File: config.mk
export PLATFORM = sky130hd
export DESIGN_NAME = eeprom_access_arbiter_flat
export DESIGN_NICKNAME = d
export VERILOG_FILES = /design/src/rtl/eeprom_access_arbiter_if.sv /design/src/rtl/eeprom_access_arbiter.sv /design/src/flat_wrapper.sv
export SDC_FILE = /design/constraint.sdc
export NUM_CORES = 1
export LEC_CHECK = 0
export BUFFER_PORTS_ARGS = -buffer_cell sky130_fd_sc_hd__buf_2
export CELL_PAD_IN_SITES_DETAIL_PLACEMENT = 0
export CELL_PAD_IN_SITES_GLOBAL_PLACEMENT = 1
export CORE_MARGIN = 10
export CORE_UTILIZATION = 40
export DETAILED_ROUTE_END_ITERATION = 8
export PLACE_DENSITY_LB_ADDON = 0.05
export SYNTH_ARGS = -nofsm -noshare
export SYNTH_HDL_FRONTEND = slang
export SYNTH_SLANG_ARGS = --single-unit
File: constraint.sdc
create_clock -name sys_clk -period 4.7 [get_ports sys_clk]
set_input_delay 0.705 -clock sys_clk [delete_from_list [all_inputs] [get_ports sys_clk]]
set_output_delay 0.705 -clock sys_clk [all_outputs]
set_load 0.005 [all_outputs]
File: src/rtl/eeprom_access_arbiter_if.sv
// Request/ack and I2C-engine signal bundle for eeprom_access_arbiter.
// slave = arbiter side, master = requesters plus I2C engine side.
interface eeprom_access_arbiter_if #(
    parameter int ADDR_W = 16,
    parameter int DATA_W = 8
);
    logic              wr_req;
    logic [ADDR_W-1:0] wr_addr;
    logic [DATA_W-1:0] wr_data;
    logic              wr_ack;
    logic              rd_req;
    logic [ADDR_W-1:0] rd_addr;
    logic              rd_ack;
    logic [DATA_W-1:0] rd_data;
    logic              busy;
    logic              err;
    logic              i2c_start;
    logic              i2c_wr_en;
    logic              i2c_rd_en;
    logic [ADDR_W-1:0] i2c_byte_addr;
    logic [DATA_W-1:0] i2c_wr_data;
    logic              i2c_end;
    logic [DATA_W-1:0] i2c_rd_data;

    modport slave (
        input  wr_req, wr_addr, wr_data, rd_req, rd_addr, i2c_end, i2c_rd_data,
        output wr_ack, rd_ack, rd_data, busy, err,
               i2c_start, i2c_wr_en, i2c_rd_en, i2c_byte_addr, i2c_wr_data
    );

    modport master (
        output wr_req, wr_addr, wr_data, rd_req, rd_addr, i2c_end, i2c_rd_data,
        input  wr_ack, rd_ack, rd_data, busy, err,
               i2c_start, i2c_wr_en, i2c_rd_en, i2c_byte_addr, i2c_wr_data
    );
endinterface

File: src/rtl/eeprom_access_arbiter.sv
// Round-robin arbiter sharing one single-byte I2C EEPROM engine between a write and a read port.
// Optional macro ARB_TIMEOUT_EN adds a watchdog on the engine end pulse (TIMEOUT_CYC cycles).
module eeprom_access_arbiter #(
    parameter int ADDR_W      = 16,
    parameter int DATA_W      = 8,
    parameter int WR_WAIT_CYC = 250000
`ifdef ARB_TIMEOUT_EN
    ,
    parameter int TIMEOUT_CYC = 1000000
`endif
) (
    input  logic                   sys_clk,
    input  logic                   sys_rst,
    eeprom_access_arbiter_if.slave arb_if
);
    localparam int REC_W = (WR_WAIT_CYC > 1) ? $clog2(WR_WAIT_CYC) : 1;
    localparam logic [REC_W-1:0] REC_LAST = REC_W'(WR_WAIT_CYC - 1);
    localparam logic [REC_W-1:0] REC_ONE  = REC_W'(1);
`ifdef ARB_TIMEOUT_EN
    localparam int WD_W = (TIMEOUT_CYC > 1) ? $clog2(TIMEOUT_CYC) : 1;
    localparam logic [WD_W-1:0] WD_LAST = WD_W'(TIMEOUT_CYC - 1);
    localparam logic [WD_W-1:0] WD_ONE  = WD_W'(1);
`endif

    typedef enum logic [2:0] {IDLE, ISSUE, WAIT_END, WR_RECOVER, DONE} state_t;

    state_t            state_q, state_d;
    logic              last_wr_q, last_wr_d;
    logic              op_wr_q, op_wr_d;
    logic [ADDR_W-1:0] addr_q, addr_d;
    logic [DATA_W-1:0] wdata_q, wdata_d;
    logic              wr_en_q, wr_en_d;
    logic              rd_en_q, rd_en_d;
    logic [DATA_W-1:0] rdata_q, rdata_d;
    logic [REC_W-1:0]  rec_q, rec_d;
`ifdef ARB_TIMEOUT_EN
    logic [WD_W-1:0]   wd_q, wd_d;
    logic              tout_q, tout_d;
`endif
    logic              grant_wr;

    // Write wins when alone, or on a tie when the read side was served last.
    assign grant_wr = arb_if.wr_req && (!arb_if.rd_req || !last_wr_q);

    always_comb begin
        state_d   = state_q;
        last_wr_d = last_wr_q;
        op_wr_d   = op_wr_q;
        addr_d    = addr_q;
        wdata_d   = wdata_q;
        wr_en_d   = wr_en_q;
        rd_en_d   = rd_en_q;
        rdata_d   = rdata_q;
        rec_d     = rec_q;
`ifdef ARB_TIMEOUT_EN
        wd_d      = wd_q;
        tout_d    = tout_q;
`endif
        unique case (state_q)
            IDLE: begin
                if (arb_if.wr_req || arb_if.rd_req) begin
                    op_wr_d   = grant_wr;
                    last_wr_d = grant_wr;
                    addr_d    = grant_wr ? arb_if.wr_addr : arb_if.rd_addr;
                    if (grant_wr) begin
                        wdata_d = arb_if.wr_data;
                    end
                    wr_en_d   = grant_wr;
                    rd_en_d   = !grant_wr;
                    state_d   = ISSUE;
                end
            end
            ISSUE: begin
                state_d = WAIT_END;
`ifdef ARB_TIMEOUT_EN
                wd_d    = '0;
`endif
            end
            WAIT_END: begin
                if (arb_if.i2c_end) begin
                    wr_en_d = 1'b0;
                    rd_en_d = 1'b0;
                    rec_d   = '0;
                    if (op_wr_q) begin
                        state_d = WR_RECOVER;
                    end else begin
                        rdata_d = arb_if.i2c_rd_data;
                        state_d = DONE;
                    end
                end
`ifdef ARB_TIMEOUT_EN
                else if (wd_q == WD_LAST) begin
                    // Abort: release the requester with an ack, rd_data untouched.
                    wr_en_d = 1'b0;
                    rd_en_d = 1'b0;
                    tout_d  = 1'b1;
                    state_d = DONE;
                end else begin
                    wd_d = wd_q + WD_ONE;
                end
`endif
            end
            WR_RECOVER: begin
                if (rec_q == REC_LAST) begin
                    state_d = DONE;
                end else begin
                    rec_d = rec_q + REC_ONE;
                end
            end
            DONE: begin
                state_d = IDLE;
`ifdef ARB_TIMEOUT_EN
                tout_d  = 1'b0;
`endif
            end
            default: state_d = IDLE;
        endcase
    end

    always_ff @(posedge sys_clk or posedge sys_rst) begin
        if (sys_rst) begin
            state_q   <= IDLE;
            last_wr_q <= 1'b0;
            op_wr_q   <= 1'b0;
            addr_q    <= '0;
            wdata_q   <= '0;
            wr_en_q   <= 1'b0;
            rd_en_q   <= 1'b0;
            rdata_q   <= '0;
            rec_q     <= '0;
`ifdef ARB_TIMEOUT_EN
            wd_q      <= '0;
            tout_q    <= 1'b0;
`endif
        end else begin
            state_q   <= state_d;
            last_wr_q <= last_wr_d;
            op_wr_q   <= op_wr_d;
            addr_q    <= addr_d;
            wdata_q   <= wdata_d;
            wr_en_q   <= wr_en_d;
            rd_en_q   <= rd_en_d;
            rdata_q   <= rdata_d;
            rec_q     <= rec_d;
`ifdef ARB_TIMEOUT_EN
            wd_q      <= wd_d;
            tout_q    <= tout_d;
`endif
        end
    end

    assign arb_if.busy          = (state_q != IDLE);
    assign arb_if.i2c_start     = (state_q == ISSUE);
    assign arb_if.wr_ack        = (state_q == DONE) && op_wr_q;
    assign arb_if.rd_ack        = (state_q == DONE) && !op_wr_q;
    assign arb_if.rd_data       = rdata_q;
    assign arb_if.i2c_wr_en     = wr_en_q;
    assign arb_if.i2c_rd_en     = rd_en_q;
    assign arb_if.i2c_byte_addr = addr_q;
    assign arb_if.i2c_wr_data   = wdata_q;
`ifdef ARB_TIMEOUT_EN
    assign arb_if.err           = (state_q == DONE) && tout_q;
`else
    assign arb_if.err           = 1'b0;
`endif
endmodule

File: src/flat_wrapper.sv
// flat-port wrapper written by rule: the top's interface ports become plain ports
module eeprom_access_arbiter_flat 
#(
    parameter int ADDR_W      = 16,
    parameter int DATA_W      = 8,
    parameter int WR_WAIT_CYC = 250000

)
  (sys_clk, sys_rst, arb_if_wr_req, arb_if_wr_addr, arb_if_wr_data, arb_if_rd_req, arb_if_rd_addr, arb_if_i2c_end, arb_if_i2c_rd_data, arb_if_wr_ack, arb_if_rd_ack, arb_if_rd_data, arb_if_busy, arb_if_err, arb_if_i2c_start, arb_if_i2c_wr_en, arb_if_i2c_rd_en, arb_if_i2c_byte_addr, arb_if_i2c_wr_data);
  eeprom_access_arbiter_if #(.ADDR_W(ADDR_W), .DATA_W(DATA_W)) arb_if_i ();
  input  logic sys_clk;
  input  logic sys_rst;
  input wire logic [$bits(arb_if_i.wr_req)-1:0] arb_if_wr_req;
  input wire logic [$bits(arb_if_i.wr_addr)-1:0] arb_if_wr_addr;
  input wire logic [$bits(arb_if_i.wr_data)-1:0] arb_if_wr_data;
  input wire logic [$bits(arb_if_i.rd_req)-1:0] arb_if_rd_req;
  input wire logic [$bits(arb_if_i.rd_addr)-1:0] arb_if_rd_addr;
  input wire logic [$bits(arb_if_i.i2c_end)-1:0] arb_if_i2c_end;
  input wire logic [$bits(arb_if_i.i2c_rd_data)-1:0] arb_if_i2c_rd_data;
  output wire logic [$bits(arb_if_i.wr_ack)-1:0] arb_if_wr_ack;
  output wire logic [$bits(arb_if_i.rd_ack)-1:0] arb_if_rd_ack;
  output wire logic [$bits(arb_if_i.rd_data)-1:0] arb_if_rd_data;
  output wire logic [$bits(arb_if_i.busy)-1:0] arb_if_busy;
  output wire logic [$bits(arb_if_i.err)-1:0] arb_if_err;
  output wire logic [$bits(arb_if_i.i2c_start)-1:0] arb_if_i2c_start;
  output wire logic [$bits(arb_if_i.i2c_wr_en)-1:0] arb_if_i2c_wr_en;
  output wire logic [$bits(arb_if_i.i2c_rd_en)-1:0] arb_if_i2c_rd_en;
  output wire logic [$bits(arb_if_i.i2c_byte_addr)-1:0] arb_if_i2c_byte_addr;
  output wire logic [$bits(arb_if_i.i2c_wr_data)-1:0] arb_if_i2c_wr_data;
  assign arb_if_i.wr_req = arb_if_wr_req;
  assign arb_if_i.wr_addr = arb_if_wr_addr;
  assign arb_if_i.wr_data = arb_if_wr_data;
  assign arb_if_i.rd_req = arb_if_rd_req;
  assign arb_if_i.rd_addr = arb_if_rd_addr;
  assign arb_if_i.i2c_end = arb_if_i2c_end;
  assign arb_if_i.i2c_rd_data = arb_if_i2c_rd_data;
  assign arb_if_wr_ack = arb_if_i.wr_ack;
  assign arb_if_rd_ack = arb_if_i.rd_ack;
  assign arb_if_rd_data = arb_if_i.rd_data;
  assign arb_if_busy = arb_if_i.busy;
  assign arb_if_err = arb_if_i.err;
  assign arb_if_i2c_start = arb_if_i.i2c_start;
  assign arb_if_i2c_wr_en = arb_if_i.i2c_wr_en;
  assign arb_if_i2c_rd_en = arb_if_i.i2c_rd_en;
  assign arb_if_i2c_byte_addr = arb_if_i.i2c_byte_addr;
  assign arb_if_i2c_wr_data = arb_if_i.i2c_wr_data;
  eeprom_access_arbiter #(.ADDR_W(ADDR_W), .DATA_W(DATA_W), .WR_WAIT_CYC(WR_WAIT_CYC)) u_core (.sys_clk(sys_clk), .sys_rst(sys_rst), .arb_if(arb_if_i));
endmodule
== Word-level counts from Yosys, hierarchy flattened ==
Cells that the tools add are included.

* Eq/ne operators: 9
* Reduce and logical (&&, ||, !) cells: 18
* Mux-type cells: 14
* Bitwise logic cells: 1
* $add $sub $neg: 1

{| class="wikitable"
|+ Operators by type and width
! operator !! count
|-
| 18-bit two-way mux || 2
|-
| 18-bit case mux with 2 select lines || 1
|-
| 18-bit by 1-bit adder with 18-bit output, second input constant || 1
|-
| 18-bit equality test, second input constant || 1
|-
| 16-bit two-way mux || 1
|-
| 3-bit AND reduction || 5
|-
| 3-bit two-way mux || 4
|-
| 3-bit case mux with 4 select lines || 1
|-
| 3-bit by 2-bit equality test with 1-bit output, second input constant || 2
|-
| 2-bit by 1-bit != test with 1-bit output, second input constant || 2
|-
| 2-bit != test, second input constant || 2
|-
| 1-bit case mux with 2 select lines || 2
|-
| 2-bit nonzero test || 2
|-
| 3-bit by 1-bit equality test with 1-bit output, second input constant || 1
|-
| 3-bit equality test, second input constant || 1
|-
| 1-bit logical AND || 3
|-
| 1-bit logical NOT || 3
|-
| 3-bit logical NOT || 1
|-
| 1-bit two-way mux || 3
|-
| 3-bit nonzero test || 1
|-
| 1-bit logical OR || 2
|-
| 2-bit AND reduction || 1
|-
| 1-bit NOT || 1
|}

* Word-level logic and storage cells: 51
* Register bits: 56
* Output and inout port bits: 39

== Longest topological paths before layout ==
* Depth after elaboration: 6
* Depth in mapped cells: 8

== Least setup slack after synthesis ==
No wires, ideal clock.

* Kind: reg-to-reg
* Start point: register u_core.rec_q[8]
* End point: register u_core.rec_q[14]
* Cell stages (with the launch flop): 7
* Period minus slack after synthesis: 1.995 ns
* Required time: 4.618 ns
* Slack: 2.705 ns
* Path buffers: 2
* Library setup time: 0.082 ns
* Arrival time: 1.913 ns
* Path through: dfrtp_1 or4b_1 or4_1 buf_2 o21ba_1 buf_6 a31oi_1

* Longest elaborated chain between the ends: 3
* Elaborated cells on any way between the ends: 6

{| class="wikitable"
|+ Ends and longest elaborated chain
! element !! RTL line !! RTL
|-
| start, declared || eeprom_access_arbiter.sv:35 || <nowiki>logic [REC_W-1:0] rec_q, rec_d;</nowiki>
|-
| start signal, assigned || eeprom_access_arbiter.sv:144 || <nowiki>rec_q <= rec_d;</nowiki>
|-
| 18-bit by 1-bit adder with 18-bit output / 18-bit equality test (equally long branches) || eeprom_access_arbiter.sv:107, eeprom_access_arbiter.sv:104 ||
|-
| 18-bit two-way mux / 2-bit != test (equally long branches) || n/a ||
|-
| 18-bit case mux with 2 select lines / 3-bit AND reduction (equally long branches) || n/a ||
|}

Several ways; a longest one is shown, not always the timed one. The select of a mux whose other input is x is not followed.
A chain may end at the register's enable or synchronous reset.

== Final worst setup path ==
* Start point: register u_core.state_q[0]
* End point: register u_core.addr_q[10] (netlist: u_core.arb_if.i2c_byte_addr[10])

* Longest elaborated chain between the ends: 2

{| class="wikitable"
|+ Ends and longest elaborated chain
! element !! RTL line !! RTL
|-
| start, declared || eeprom_access_arbiter.sv:27 || <nowiki>state_t state_q, state_d;</nowiki>
|-
| start signal, assigned || eeprom_access_arbiter.sv:136 || <nowiki>state_q <= state_d;</nowiki>
|-
| 3-bit logical NOT || eeprom_access_arbiter.sv:59 || <nowiki>unique case (state_q)</nowiki>
|-
| 2-bit AND reduction (no line) || n/a ||
|-
| end signal, assigned || eeprom_access_arbiter.sv:139 || <nowiki>addr_q <= addr_d;</nowiki>
|-
| end, declared || eeprom_access_arbiter.sv:30 || <nowiki>logic [ADDR_W-1:0] addr_q, addr_d;</nowiki>
|}

Every way passes these cells.

==> results.txt <==
The tightest min-delay check is of the reg -> reg type. The maximum level of the CTS H-tree came out at 2. The aggregate global-route resource usage came out at 0.141. STA classifies the critical path startpoint as a register.

The worst slew margin relative to its limit is 0.277. The final route contains around 2.4k vias. The most used flip-flop cell after synthesis is sky130_fd_sc_hd__dfrtp_1.

The number of buffer and inverter stages on the critical path came out at 1. The number of global-route vias before repair came out at 2475. For this configuration, the core starts out at a cell density of 0.407. The cell area after synthesis is around 2800 sq um.

The number of synthesized register bits is 56. The critical path data arrival time came out at between 2 and 3 ns. The yosys synthesis warning count is 0.

The power density over the cells came out at approximately 570 nW/um^2. The critical path in this run is classified as reg -> reg. The number of gates resized after CTS came out at 0. The critical path starts at u_core.state_q[0]. The count of nets left with antenna violations after detail routing is 0. The clock period could shrink to around 2.3 ns.

For this design, the slowest cell found on the critical path is sky130_fd_sc_hd__nor2_2. The tool flagged a number of max-cap violations equal to 0. The path depth of the worst reg2reg path is 5. The global route total overflow came out at 0.

Hold repair after CTS inserted 0 buffers. Counting flops with an async set or reset pin after synthesis yields a share of 1.00. The buffer cell driving the clock tree root is sky130_fd_sc_hd__clkbuf_8. The clock transition at the register clock pins on the worst setup and hold paths after CTS came out at 0.10 ns. Setup repair after global routing left no endpoint under its margin.

The first-pass detailed-route iteration total came out at 6. The number of I/O pins came out at slightly above 90. The worst register-to-register path ends at u_core.arb_if.i2c_byte_addr[10]. The number of nets in the synthesized netlist came out at between 300 and 400. The number of rows in the core area came out at 30. The number of synthesized flops with an enable pin is 0. The top achievable clock speed came out at between 400 and 500 MHz. Data on the critical path is required at its endpoint by ~5 ns.

The placement-stage worst setup slack came out at 2.03 ns. The final cell count without fillers is between 400 and 500. The sequential-to-total area share from yosys stat came out at 0.509. The cell total after placement came out at around 440. In the finished design, the share of the clock period the worst path needs comes to 0.494. The die boundary width is between 100 and 150 um. Clock latency on the worst-skew pair, taken at its later pin, is about 0.30 ns. The area added between synthesis and finish came out at 20.6%. The total wire length is about 7300 um. The worst setup path is captured at a register. The y dimension of the die is around 100 um. The largest net degree at the start of global routing came out at between 50 and 60.

The number of max-slew violations in the final report is 0. The area of the die came out at approximately 11000 sq um. The total setup violations reported at the end of the flow is 0. Leaving out fill and tap cells, the most frequent cell in the layout is sky130_fd_sc_hd__buf_2. The startpoint identified for the worst hold timing path is u_core.arb_if.i2c_wr_en.

The count of cell instances traversed by the critical path came out at 5. In this run the deepest clock path goes through 2 buffers. For this run, the share of the core covered by cells in the final layout is 0.491. The final setup skew is ~0.0064 ns. The number of antenna violations at the first check in global routing is 0.

The peak supply drop is 0.243 mV. The via count normalized by instance count is about 5.4. After the last flow step, the layout net total stands at about 420. The wire length of the first global-routing pass came out at ~12000 um. Leaving out fill and tap cells, the most frequent cells in the layout are sky130_fd_sc_hd__buf_2 (90), sky130_fd_sc_hd__dfrtp_1 (56), sky130_fd_sc_hd__nand2_1 (43). Synthesis produced between 200 and 300 cells. The total leakage power is approximately 1.6 nW. The final instance area came out at ~3300 sq um. The worst hold slack after final layout is between 0.4 and 0.5 ns.

The number of port buffers is 90. The largest fanout on the critical path came out at 31. The number of sinks on the clock net is 56.

The area of the placeable core is between 6000 and 7000 sq um. Setup slack closes at 2.38 ns. The critical path ends at u_core.arb_if.i2c_byte_addr[10]. The placement-stage cell area came out at between 3000 and 4000 sq um. TritonCTS built the clock tree. The HPWL reported at the end of detailed placement is 5370 um. Clock tree synthesis inserted a total of 5 buffers. The detailed router finished its first iteration with roughly 110 violations. The kind of cell adding the most delay to the critical path is simple AND/OR/NAND/NOR gates.

The signal on the critical path passes through nor3_1 > inv_1 > nor2_2 > and3_1 > a221o_1. The number of failing hold endpoints at the final stage is 0. In the final timing run, aggregate negative setup slack is 0 ns. After detailed routing, the average wire length per cell comes to between 15 and 20 um. In the final layout, the share of cells above drive strength 1 is 0.334. The remaining routing DRC violations is 0. The startpoint of the worst register-to-register path is u_core.state_q[0]. The number of setup buffers added after CTS came out at 0. The flow ran to the end, and the final reports show no timing, DRC or antenna violations. The final antenna diode count came out at 0. For the pin with the worst max-slew slack, the measured transition is between 1 and 1.5 ns. In this run the register-to-register setup slack is roughly 2.4 ns. The final estimated routing congestion in global placement is 0.790. The total power is 1.90 mW. After synthesis, the netlist uses 53 different library cells. A synthesized cell averages 9.87 sq um. The longest individual stage delay on the worst path came out at roughly 0.86 ns.
==> registers in the layout, summed over array words and instances, names as in the netlist <==
signal                       flops
u_core.arb_if.i2c_byte_addr     16
u_core.arb_if.i2c_rd_en          1
u_core.state_q                   3
u_core.arb_if.i2c_wr_en          1
u_core.arb_if.rd_data            8
u_core.last_wr_q                 1
u_core.arb_if.i2c_wr_data        8
u_core.rec_q                    18
==> cells in the mapped netlist, types with 4 or more instances <==
master / n / area [sq um]
sky130_fd_sc_hd__dfrtp_1: 56 / 1400
sky130_fd_sc_hd__nand2_1: 43 / 161
sky130_fd_sc_hd__a31oi_1: 22 / 138
sky130_fd_sc_hd__nor2_1: 21 / 78.8
sky130_fd_sc_hd__mux2_2: 16 / 180
sky130_fd_sc_hd__clkbuf_1: 11 / 41.3
sky130_fd_sc_hd__inv_1: 10 / 37.5
sky130_fd_sc_hd__o21ai_0: 10 / 50.1
sky130_fd_sc_hd__nand3_1: 7 / 35.0
sky130_fd_sc_hd__nor4_1: 7 / 43.8
sky130_fd_sc_hd__nand4_1: 6 / 37.5
sky130_fd_sc_hd__nor3_1: 6 / 30.0
sky130_fd_sc_hd__a21oi_1: 5 / 25.0
sky130_fd_sc_hd__o211ai_1: 4 / 30.0
==> how the worst min path moves through the flow <==
| stage | to | slack (ns) | cells past startpoint |
|---|---|---|---|
| 2_1_floorplan | u_core.arb_if.i2c_wr_en | 0.47 | 1 |
| 3_3_place_gp | u_core.arb_if.i2c_wr_en | 0.48 | 1 |
| 3_5_place_dp | u_core.arb_if.i2c_wr_en | 0.48 | 1 |
| 4_1_cts | u_core.arb_if.i2c_wr_en | 0.51 | 1 |
| 5_1_grt | u_core.arb_if.rd_data[3] | 0.53 | 1 |
| 6_report | u_core.arb_if.i2c_wr_en | 0.50 | 1 |
==> where the power goes <==
group | internal, mW | switching (mW)
clock network | 0.102 | 0.150
logic | 0.378 | 0.409
registers | 0.691 | 0.174
==> metal layers <==
metal | share of wire | GRT usage | up-vias
met5 | 0 | 0 | -
met4 | 0.013 | 0.0396 | 0
met3 | 0.061 | 0.0489 | 7
met2 | 0.49 | 0.228 | 53
met1 | 0.43 | 0.175 | 1122
li1 | - | - | 1184
==> logic make-up after synthesis <==
kind of cell	count (synthesis)	synth area share
xor gates and xnor gates	2	0.00636
muxes	18	0.0727
and+or+nand+nor	111	0.198
AOI/OAI and AO/OA	65	0.169
DFF	56	0.509
other	1	0.00136
buffers and inverters	25	0.0391
adders and majority gates	1	0.00454
==> worst register-to-register path, delay by kind of cell, from the launching register on <==
family / cells / cell delay (ns)
compound gates: 1 / 0.10
buf+inv: 1 / 0.15
flops: 1 / 0.50
simple gates: 3 / 1.52
==> area by class of cell <==
class | count | area, sq um
clock inverters | 1 | 5.00
fillers | 661 | 3440
inverters | 10 | 37.5
well taps | 80 | 100
repair buffers | 91 | 458
flip-flops and latches | 56 | 1400
clock buffers | 6 | 72.6
multi-input cells | 198 | 1250
No activity file was read; power rests on OpenSTA's default activity.
